<file path="src/rtl/tone_oscillator.sv">
// Square-wave tone generator with continuous and one-shot note modes.
// Optional macro TONE_OSC_DUTY_EN adds a latched duty input that replaces 50% toggling.
module tone_oscillator #(
  parameter int unsigned CNT_W = 8,
  parameter int unsigned DUR_W = 16
) (
  input  logic             clk,
  input  logic             nRst,
  input  logic             en,
  input  logic             start,
  input  logic             stop,
  input  logic             mode,
  input  logic [CNT_W-1:0] period,
  input  logic [DUR_W-1:0] duration,
`ifdef TONE_OSC_DUTY_EN
  input  logic [CNT_W-1:0] duty,
`endif
  output logic             wave_out,
  output logic             tick,
  output logic             busy,
  output logic             done
);

  typedef enum logic {IDLE, RUN} state_t;

  state_t             state_q, state_d;
  logic [CNT_W-1:0]   cnt_q, cnt_d;
  logic [CNT_W-1:0]   per_q, per_d;
  logic               mode_q, mode_d;
  logic [DUR_W-1:0]   rem_q, rem_d;
  logic               tick_q, tick_d;
  logic               wave_q, wave_d;
  logic               done_q, done_d;
`ifdef TONE_OSC_DUTY_EN
  logic [CNT_W-1:0]   duty_q, duty_d;
`endif

  always_ff @(posedge clk or negedge nRst) begin
    if (!nRst) begin
      state_q <= IDLE;
      cnt_q   <= '0;
      per_q   <= '0;
      mode_q  <= 1'b0;
      rem_q   <= '0;
      tick_q  <= 1'b0;
      wave_q  <= 1'b0;
      done_q  <= 1'b0;
`ifdef TONE_OSC_DUTY_EN
      duty_q  <= '0;
`endif
    end else begin
      state_q <= state_d;
      cnt_q   <= cnt_d;
      per_q   <= per_d;
      mode_q  <= mode_d;
      rem_q   <= rem_d;
      tick_q  <= tick_d;
      wave_q  <= wave_d;
      done_q  <= done_d;
`ifdef TONE_OSC_DUTY_EN
      duty_q  <= duty_d;
`endif
    end
  end

  always_comb begin
    state_d = state_q;
    cnt_d   = cnt_q;
    per_d   = per_q;
    mode_d  = mode_q;
    rem_d   = rem_q;
    wave_d  = wave_q;
    tick_d  = 1'b0;
    done_d  = 1'b0;
`ifdef TONE_OSC_DUTY_EN
    duty_d  = duty_q;
`endif

    if (stop) begin
      state_d = IDLE;
      cnt_d   = '0;
      wave_d  = 1'b0;
    end else if (start) begin
      state_d = RUN;
      cnt_d   = '0;
      per_d   = period;
      mode_d  = mode;
      rem_d   = duration;
      wave_d  = 1'b0;
`ifdef TONE_OSC_DUTY_EN
      duty_d  = duty;
`endif
    end else if (state_q == RUN) begin
      // A one-shot that enters RUN with nothing remaining can only be a zero-length note.
      if (mode_q && (rem_q == '0)) begin
        done_d  = 1'b1;
        state_d = IDLE;
        cnt_d   = '0;
        wave_d  = 1'b0;
      end else if (en) begin
        if (cnt_q < per_q) begin
          cnt_d = cnt_q + CNT_W'(1);
        end else begin
          cnt_d  = '0;
          tick_d = 1'b1;
`ifndef TONE_OSC_DUTY_EN
          wave_d = ~wave_q;
`endif
          if (mode_q) rem_d = rem_q - DUR_W'(1);
        end
`ifdef TONE_OSC_DUTY_EN
        wave_d = (cnt_d < duty_q);
`endif
        if (mode_q && tick_d && (rem_q == DUR_W'(1))) begin
          done_d  = 1'b1;
          state_d = IDLE;
          cnt_d   = '0;
          wave_d  = 1'b0;
        end
      end
    end
  end

  assign wave_out = wave_q;
  assign tick     = tick_q;
  assign done     = done_q;
  assign busy     = (state_q == RUN);

endmodule

</file>
<file path="config.mk">
export PLATFORM = sky130hd
export DESIGN_NAME = tone_oscillator
export DESIGN_NICKNAME = d
export VERILOG_FILES = /design/src/rtl/tone_oscillator.sv
export SDC_FILE = /design/constraint.sdc
export NUM_CORES = 1
export LEC_CHECK = 0
export CORE_AREA = 5 5 67 69
export CTS_BUF_LIST = sky130_fd_sc_hd__clkbuf_8
export CTS_CLUSTER_DIAMETER = 80
export DETAILED_ROUTE_END_ITERATION = 10
export DIE_AREA = 0 0 72 74
export DONT_BUFFER_PORTS = 1
export PLACE_DENSITY = 0.79
export RECOVER_POWER = 100
export SLEW_MARGIN = 5
export SYNTH_ARGS = -nofsm -noshare
export SYNTH_HDL_FRONTEND = slang
export SYNTH_SLANG_ARGS = --single-unit
</file>
<file path="constraint.sdc">
create_clock -name clk -period 6.8 [get_ports clk]
set_clock_uncertainty 0.15 [all_clocks]
set_input_delay 1.02 -clock clk [delete_from_list [all_inputs] [get_ports clk]]
set_output_delay 1.02 -clock clk [all_outputs]
set_load 0.01 [all_outputs]
</file>
==> results summary, run 1 <==
The tightest min-delay check is of the in2async type. Synthesis handed over a netlist of 271 instances. Summed over all cells, the static leakage comes to 0.980 nW. Setup repair after global routing left no endpoint under its margin. The worst path arrival time is 3690 ps.

The count of flip-flops with a built-in enable after synthesis came out at 0. The synthesized design contains 37 register bits. The count of final max-slew check failures was 9. The async set or reset register ratio after synthesis came out at 100%. The maximum frequency from static timing analysis came out at 273 MHz. Walking the worst path, the cells encountered are inv_1, ha_1, nor4b_1, and4_1, nor4b_1, a21oi_1, o32a_1. The most used flip-flop cell after synthesis is dfrtp_1. The floorplan step defined a die boundary enclosing 5330 um2. The number of buffers added by the clock tree synthesis step came out at 5.

The clock period could shrink to 3660 ps. The initial core utilization came out at 61.8%. The sort of element at the start of the critical path is a flop. The repair_antennas step left the layout with diodes totalling 0.

In this run, the number of DRC markers left after iteration 0 of detailed routing was 286. TritonCTS built the clock tree. For this run, design rule violations remaining after detail routing come to 0.

The count of input and output buffers is 0. The critical path's largest stage delay came out at 1290 ps. Post-CTS timing repair inserted 0 buffers for setup. The most frequent cell after synthesis is dfrtp_1. The core region is 3860 um2. In this run the clock root is driven by a clkbuf_8. The Yosys warning count came out at 0. Ranked by total cell area, the synthesized netlist is headed by dfrtp_1 (39%), ha_1 (5.8%), nand2_1 (4.7%). The level count of the clock H-tree came out at 2. The overall routing resource usage is 23.0%. The maximum fanout along the worst path is 8. Relative to the synthesized area, the layout overhead comes to 3.83%. The post-route netlist has 5.97% of its cells at a drive strength greater than 1. The remaining antenna violation count is 0. The worst slew margin relative to its limit is -6.44%. The number of I/O pins is 34. The placer congestion estimate is 0.847. The measured slew at the worst slew-check pin is 1570 ps. The final critical path takes up 53.8% of the cycle.

The worst setup path is captured at a flop. The placement row count came out at 23. The proportion of netlist area held by the largest area contributor is 38.8%. The detailed placer's ending HPWL is 4.11 mm. Setup violations remaining at the end of the flow were counted as 0.

By count the netlist is led by dfrtp_1 (37), nand2_1 (30), nor2_1 (24). The number of buffers and inverters on the critical path came out at 1. Measured along the x axis, the die boundary spans 72 um.

dfrtp_1 takes more of the synthesized area than any other cell. Counting every sink on the clock net gives 37. Global routing finished with a remaining overflow of 0. The wire length of the first global-routing pass is 9.53 mm. The worst reg-to-reg path cell count came out at 7.

The count of hold-fix buffers inserted at cts came out at 0. The run finished, with violations left. The number of buffers on the longest clock path came out at 2. The y dimension of the die is 74 um. Of the synthesized area, sequential elements account for 38.8%. The slowest stage of the critical path belongs to the cell nor4b_1. The via count of the first global-routing pass is 1993. The power density over the cells came out at 225 nW/um2. The required time of the critical path came out at 6830 ps. The max-cap violation count came out at 1. Using the TritonRoute via totals, the vias-per-cell ratio works out to 6.57. The worst-skew pair later-pin latency came out at 300 ps. The number of hold violations in the final report came to 0. The worst IR drop on VDD came out at 0.124 mV. The cell family with the largest share of critical-path delay is simple AND/OR/NAND/NOR gates. After detailed routing, the average wire length per cell comes to 18.0 um. The checks that failed: max-capacitance violations, max-slew violations.

For this run, the post-layout net count is 308. The total power of the final layout came out at 0.000558 W. The number of distinct library cells after synthesis is 55. After synthesis the cells add up to 2380 um2.

The number of antenna violations at the first check in global routing is 0. The number of stages on the worst setup path is 7. The routed wire length is 5.71 mm. When the netlist entered floorplanning its net count stood at 312. The first-pass iteration count of the detailed router is 4.

The critical path is of the reg2reg type. The synthesized area per cell is 8.80 um2. Entering global routing, the biggest net connects 38 pins.

The total negative slack for setup checks came out at 0 ps. Cells fill 64.2% of the core in the end. Gates resized during post-CTS repair numbered 0. The cell that appears most often on the critical path is nor4b_1. The CTS clock-pin slew for the worst setup and hold paths is 80 ps.

The vias after detailed routing is 2088.
-- state kept, by name (all words and copies together), names as in the netlist --
name	cells
wave_out	1
mode_q	1
per_q	8
done	1
tick	1
busy	1
cnt_q	8
rem_q	16
-- metrics by stage --
step | hold WS (ps) | instances | worst slack, ps | instance area [um2]
2_1_floorplan | 297 | 271 | 4270 | 2380
6_report | 257 | 318 | 3140 | 2470
3_5_place_dp | 328 | 310 | 4210 | 2390
3_3_place_gp | 339 | 310 | 4280 | 2390
4_1_cts | 250 | 318 | 4200 | 2510
5_1_grt | 232 | 318 | 2920 | 2470
-- path summary, 6_finish.rpt --
path | startpoint | end | slack (ps)
setup / recovery | rem_q[0]$_DFFE_PN0P_ | rem_q[8]$_DFFE_PN0P_ | 3140
hold reg to reg | per_q[0]$_DFFE_PN0P_ | per_q[0]$_DFFE_PN0P_ | 340
hold / removal | nRst | rem_q[14]$_DFFE_PN0P_ | 260
setup reg to reg | rem_q[0]$_DFFE_PN0P_ | rem_q[8]$_DFFE_PN0P_ | 3140
max in group asynchronous | nRst | rem_q[3]$_DFFE_PN0P_ | 6150
min in group clk | per_q[0]$_DFFE_PN0P_ | per_q[0]$_DFFE_PN0P_ | 340
-- routing by layer --
metal / up-vias / GRT usage [%] / wire length (um)
met5: - / 0 / 0
met1: 996 / 31.4 / 2620
met4: 0 / 8.35 / 61
met3: 7 / 7.16 / 425
met2: 77 / 34.9 / 2610
li1: 1008 / - / -
-- final cells by class --
type                    count  area [um2]
multi-input cells         207        1310
repair buffers              1        3.75
flip-flops and latches     37         926
clock buffers               6        82.6
clock inverters             2        37.5
inverters                  15        56.3
well taps                  50        62.6
fillers                   332        1380
-- kinds of logic after synthesis --
logic type,after synthesis,share of synthesized area [%]
buffers and inverters,27,4.83
AND/OR/NAND/NOR,112,25.4
adder cells (fa/ha/maj),11,5.77
flip-flops,37,38.8
XOR/XNOR,5,1.84
AO/OA/AOI/OAI,79,23.4
-- cell usage in the layout (no fill, tap or decap), types with 2 or more instances in the layout --
master / n
dfrtp_1: 37
nand2_1: 30
nor2_1: 24
o21ai_0: 22
nor3_1: 15
inv_1: 14
a21oi_1: 11
ha_1: 11
nand3_1: 10
a31oi_1: 9
o311ai_1: 6
clkbuf_8: 6
nor4_1: 5
xnor2_1: 5
o21ai_1: 4
nand4_1: 4
a32oi_1: 3
nor3b_1: 3
nor4b_1: 3
or3_1: 3
o22ai_1: 3
nand2b_1: 2
or4_1: 2
o21a_1: 2
o32a_1: 2
a32o_1: 2
and3_1: 2
a22oi_1: 2
o211ai_1: 2
-- power by group --
| group | internal (W) | leakage (nW) | switching, W | total (W) |
|---|---|---|---|---|
| combinational | 0.0000359 | 0.453 | 0.0000538 | 0.0000896 |
| clock | 0.000119 | 0.0574 | 0.0000842 | 0.000203 |
| sequential | 0.000240 | 0.470 | 0.0000246 | 0.000265 |
Note: power is estimated with default switching activity, not from simulation.
==> inputs of run 2 (changes only) <==
--- a/config.mk
+++ b/config.mk
@@ -5,13 +5,13 @@
 export SDC_FILE = /design/constraint.sdc
 export NUM_CORES = 1
 export LEC_CHECK = 0
-export CORE_AREA = 5 5 67 69
+export CORE_AREA = 5 5 70 72
 export CTS_BUF_LIST = sky130_fd_sc_hd__clkbuf_8
 export CTS_CLUSTER_DIAMETER = 80
 export DETAILED_ROUTE_END_ITERATION = 10
-export DIE_AREA = 0 0 72 74
+export DIE_AREA = 0 0 75 77
 export DONT_BUFFER_PORTS = 1
-export PLACE_DENSITY = 0.79
+export PLACE_DENSITY = 0.76
 export RECOVER_POWER = 100
 export SLEW_MARGIN = 5
 export SYNTH_ARGS = -nofsm -noshare
==> constraint.sdc (replaced) <==
create_clock -name clk -period 3.1 [get_ports clk]
set_clock_uncertainty 0.15 [all_clocks]
set_input_delay 0.465 -clock clk [delete_from_list [all_inputs] [get_ports clk]]
set_output_delay 0.465 -clock clk [all_outputs]
set_load 0.01 [all_outputs]
==> run 2 against run 1 <==
  * The run still ends with max-capacitance violations, max-slew violations left
  * Final cell count increased by 1.3%
  * Sequential share of layout area decreased by 0.34 points
  * Fmax increased by 34%
  * Total power increased by 110%
  * Critical path type unchanged
  * Non-clock buffer count increased by 2
  * Sequential power increased by 120%
  * Via count decreased by 0.86%
  * Global-route usage decreased by 1.2 points
==> results summary, run 2 (synthesis results as in run 1) <==
The run finished, with violations left. The final reports fail on max-capacitance violations, max-slew violations. The vias after detailed routing is 2070. The total power of the final layout came out at 0.00116 W.

The final cycle utilization of the critical path came out at 87.9%. The sort of element at the start of the critical path is a flop. The worst path arrival time is 2760 ps.

TritonCTS built the clock tree. The critical path goes through inv_1, ha_1, nor4b_1, and4_4, nor4b_2, a21oi_2, o32a_1. The post-detailed-route via-to-cell ratio is 6.43. For this run, design rule violations remaining after detail routing come to 0. By startpoint and endpoint, the worst setup path is classified as reg2reg. In this run the power density over the cells is 465 nW/um2. The remaining antenna violation count came out at 0. The worst IR drop on VDD is 0.269 mV. The count of buffers added on input and output ports is 0. The number of buffers added by the clock tree synthesis step is 5.

At the pin with the least slew margin, the transition time is 1680 ps. The initial DRC count is 212. STA classifies the critical path endpoint as a flop. Once placement completed, the tool counted placed cells totaling 312. The CTS clock-pin slew for the worst setup and hold paths came out at 70 ps. Routability-driven placement finished with a final weighted congestion of 0.882. The via count of the first global-routing pass is 2042.

Setup repair after global routing left no endpoint under its margin. Across the run, the number of max-cap violations was 1. The number of hold violations in the final report came out at 0. The worst-skew pair later-pin latency came out at 300 ps. In this run the deepest clock path goes through 2 buffers.

Hold repair after CTS inserted 2 buffers. Ranked by flip-flop count, first place goes to rem_q. The number of antenna violations at the first check in global routing came out at 0. The initial core utilization is 56.3%. The die is 77 um tall. After the last flow step, the layout net total stands at 310. Static timing analysis puts the maximum clock frequency at 367 MHz. The routed wire length came out at 5.78 mm. The full die area is 5780 um2. The total negative slack for setup checks came out at 0 ps. The required time of the critical path is 3130 ps. The placement row count is 24. In the layout the commonest cells are dfrtp_1 (37), nand2_1 (30), nor2_1 (24). The detailed placer's ending HPWL is 4.05 mm. After detailed routing, the average wire length per cell comes to 17.9 um.

Headroom to the max-slew limit came out at -11.9%. The chip width is 75 um. The largest net degree at the start of global routing came out at 38. The area inside the core boundary came out at 4230 um2. The repair_antennas step left the layout with diodes totalling 0. Together, buffers and inverters on the worst path number 1.

Setup violations remaining at the end of the flow were counted as 0. The area growth from synthesis to final layout came out at 4.78%. In this run the worst hold path is classified as in2reg. In this run the worst path has a maximum fanout of 8. The number of I/O pins is 34. Of the cells placed in the final design, the portion with a size suffix greater than 1 is 7.41%.

The root buffer cell is clkbuf_8. For this design, the sink count on the clock tree is 37. For flop-to-flop paths, the worst setup slack is 370 ps.

Prior to clock tree synthesis, the placed netlist has a worst setup slack of 506 ps. The library cell used most frequently in the layout, excluding fill and tap cells, is dfrtp_1. The wire length of the first global-routing pass is 9.71 mm. The level count of the clock H-tree is 2.

The overall routing resource usage is 21.8%. The setup slack of the critical path after layout is 374 ps. The count of instances resized after the clock tree is built came out at 0. The minimum clock period came out at 2730 ps. The cell family with the largest share of critical-path delay is simple AND/OR/NAND/NOR gates.

The critical path's largest stage delay came out at 730 ps. The register with the most flip-flops in the layout has 16 of them. The first-pass iteration count of the detailed router came out at 4. The count of final max-slew check failures came out at 38. The leakage power summed over all cells is 0.998 nW. The utilization of the core after routing is 59.0%.

The largest individual stage delay along the critical path comes from the cell nor4b_2. The count of cells in the finished layout, fillers not included, comes to 322. The total setup buffers inserted after CTS is 0. The global-route congestion overflow total is 0.

The largest registers in the layout are rem_q: 16 flops, cnt_q: 8 flops, per_q: 8 flops.
[run 2: cell count changes in the layout (fill, tap and decap cells not counted), sizes merged]
cell / before / now
dlymetal6s4s: 0 / 1
dlygate4sd3: 0 / 1
bufinv: 1 / 0
clkinv: 1 / 2
clkbuf: 7 / 8
clkinvlp: 1 / 0
[run 2: worst reg2reg max path, stage by stage (launching register included)]
cell	delay, ps
dfrtp_1	450
inv_1	110
ha_1	260
nor4b_1	170
and4_4	230
nor4b_2	730
a21oi_2	290
o32a_1	230
[run 2: routing by layer]
layer / GRT usage, % / wire length (um)
met1: 30.4 / 2640
met2: 31.1 / 2570
met3: 6.54 / 454
met4: 8.90 / 110
met5: 0 / 0
[run 2: through the flow]
step	area, um2	hold WS, ps
2_1_floorplan	2380	19.4
3_3_place_gp	2400	20.3
3_5_place_dp	2400	20.4
4_1_cts	2530	127
5_1_grt	2500	135
6_report	2500	131
[run 2: path summary, 6_finish.rpt]
check / startpoint / to / cells past startpoint
setup / recovery: rem_q[0]$_DFFE_PN0P_ / rem_q[8]$_DFFE_PN0P_ / 7
hold / removal: mode / mode_q$_DFFE_PN0P_ / 2
setup reg to reg: rem_q[0]$_DFFE_PN0P_ / rem_q[8]$_DFFE_PN0P_ / 7
hold reg to reg: per_q[0]$_DFFE_PN0P_ / per_q[0]$_DFFE_PN0P_ / 2
max in group asynchronous: nRst / rem_q[2]$_DFFE_PN0P_ / 2
min in group asynchronous: nRst / rem_q[7]$_DFFE_PN0P_ / 2
[run 2: final cells by class]
type	instances	area [um2]
Clock buffer	7	96.3
Clock inverter	1	5.00
Fill cell	383	1740
Inverter	15	56.3
Multi-Input combinational cell	207	1320
Sequential cell	37	926
Tap cell	52	65.1
Timing Repair Buffer	3	26.3
[run 2: where the power goes]
part	internal [W]	total [W]	leakage, nW	switching (W)
Combinational	0.0000803	0.000207	0.474	0.000127
Sequential	0.000527	0.000580	0.470	0.0000532
Clock	0.000201	0.000376	0.0542	0.000175
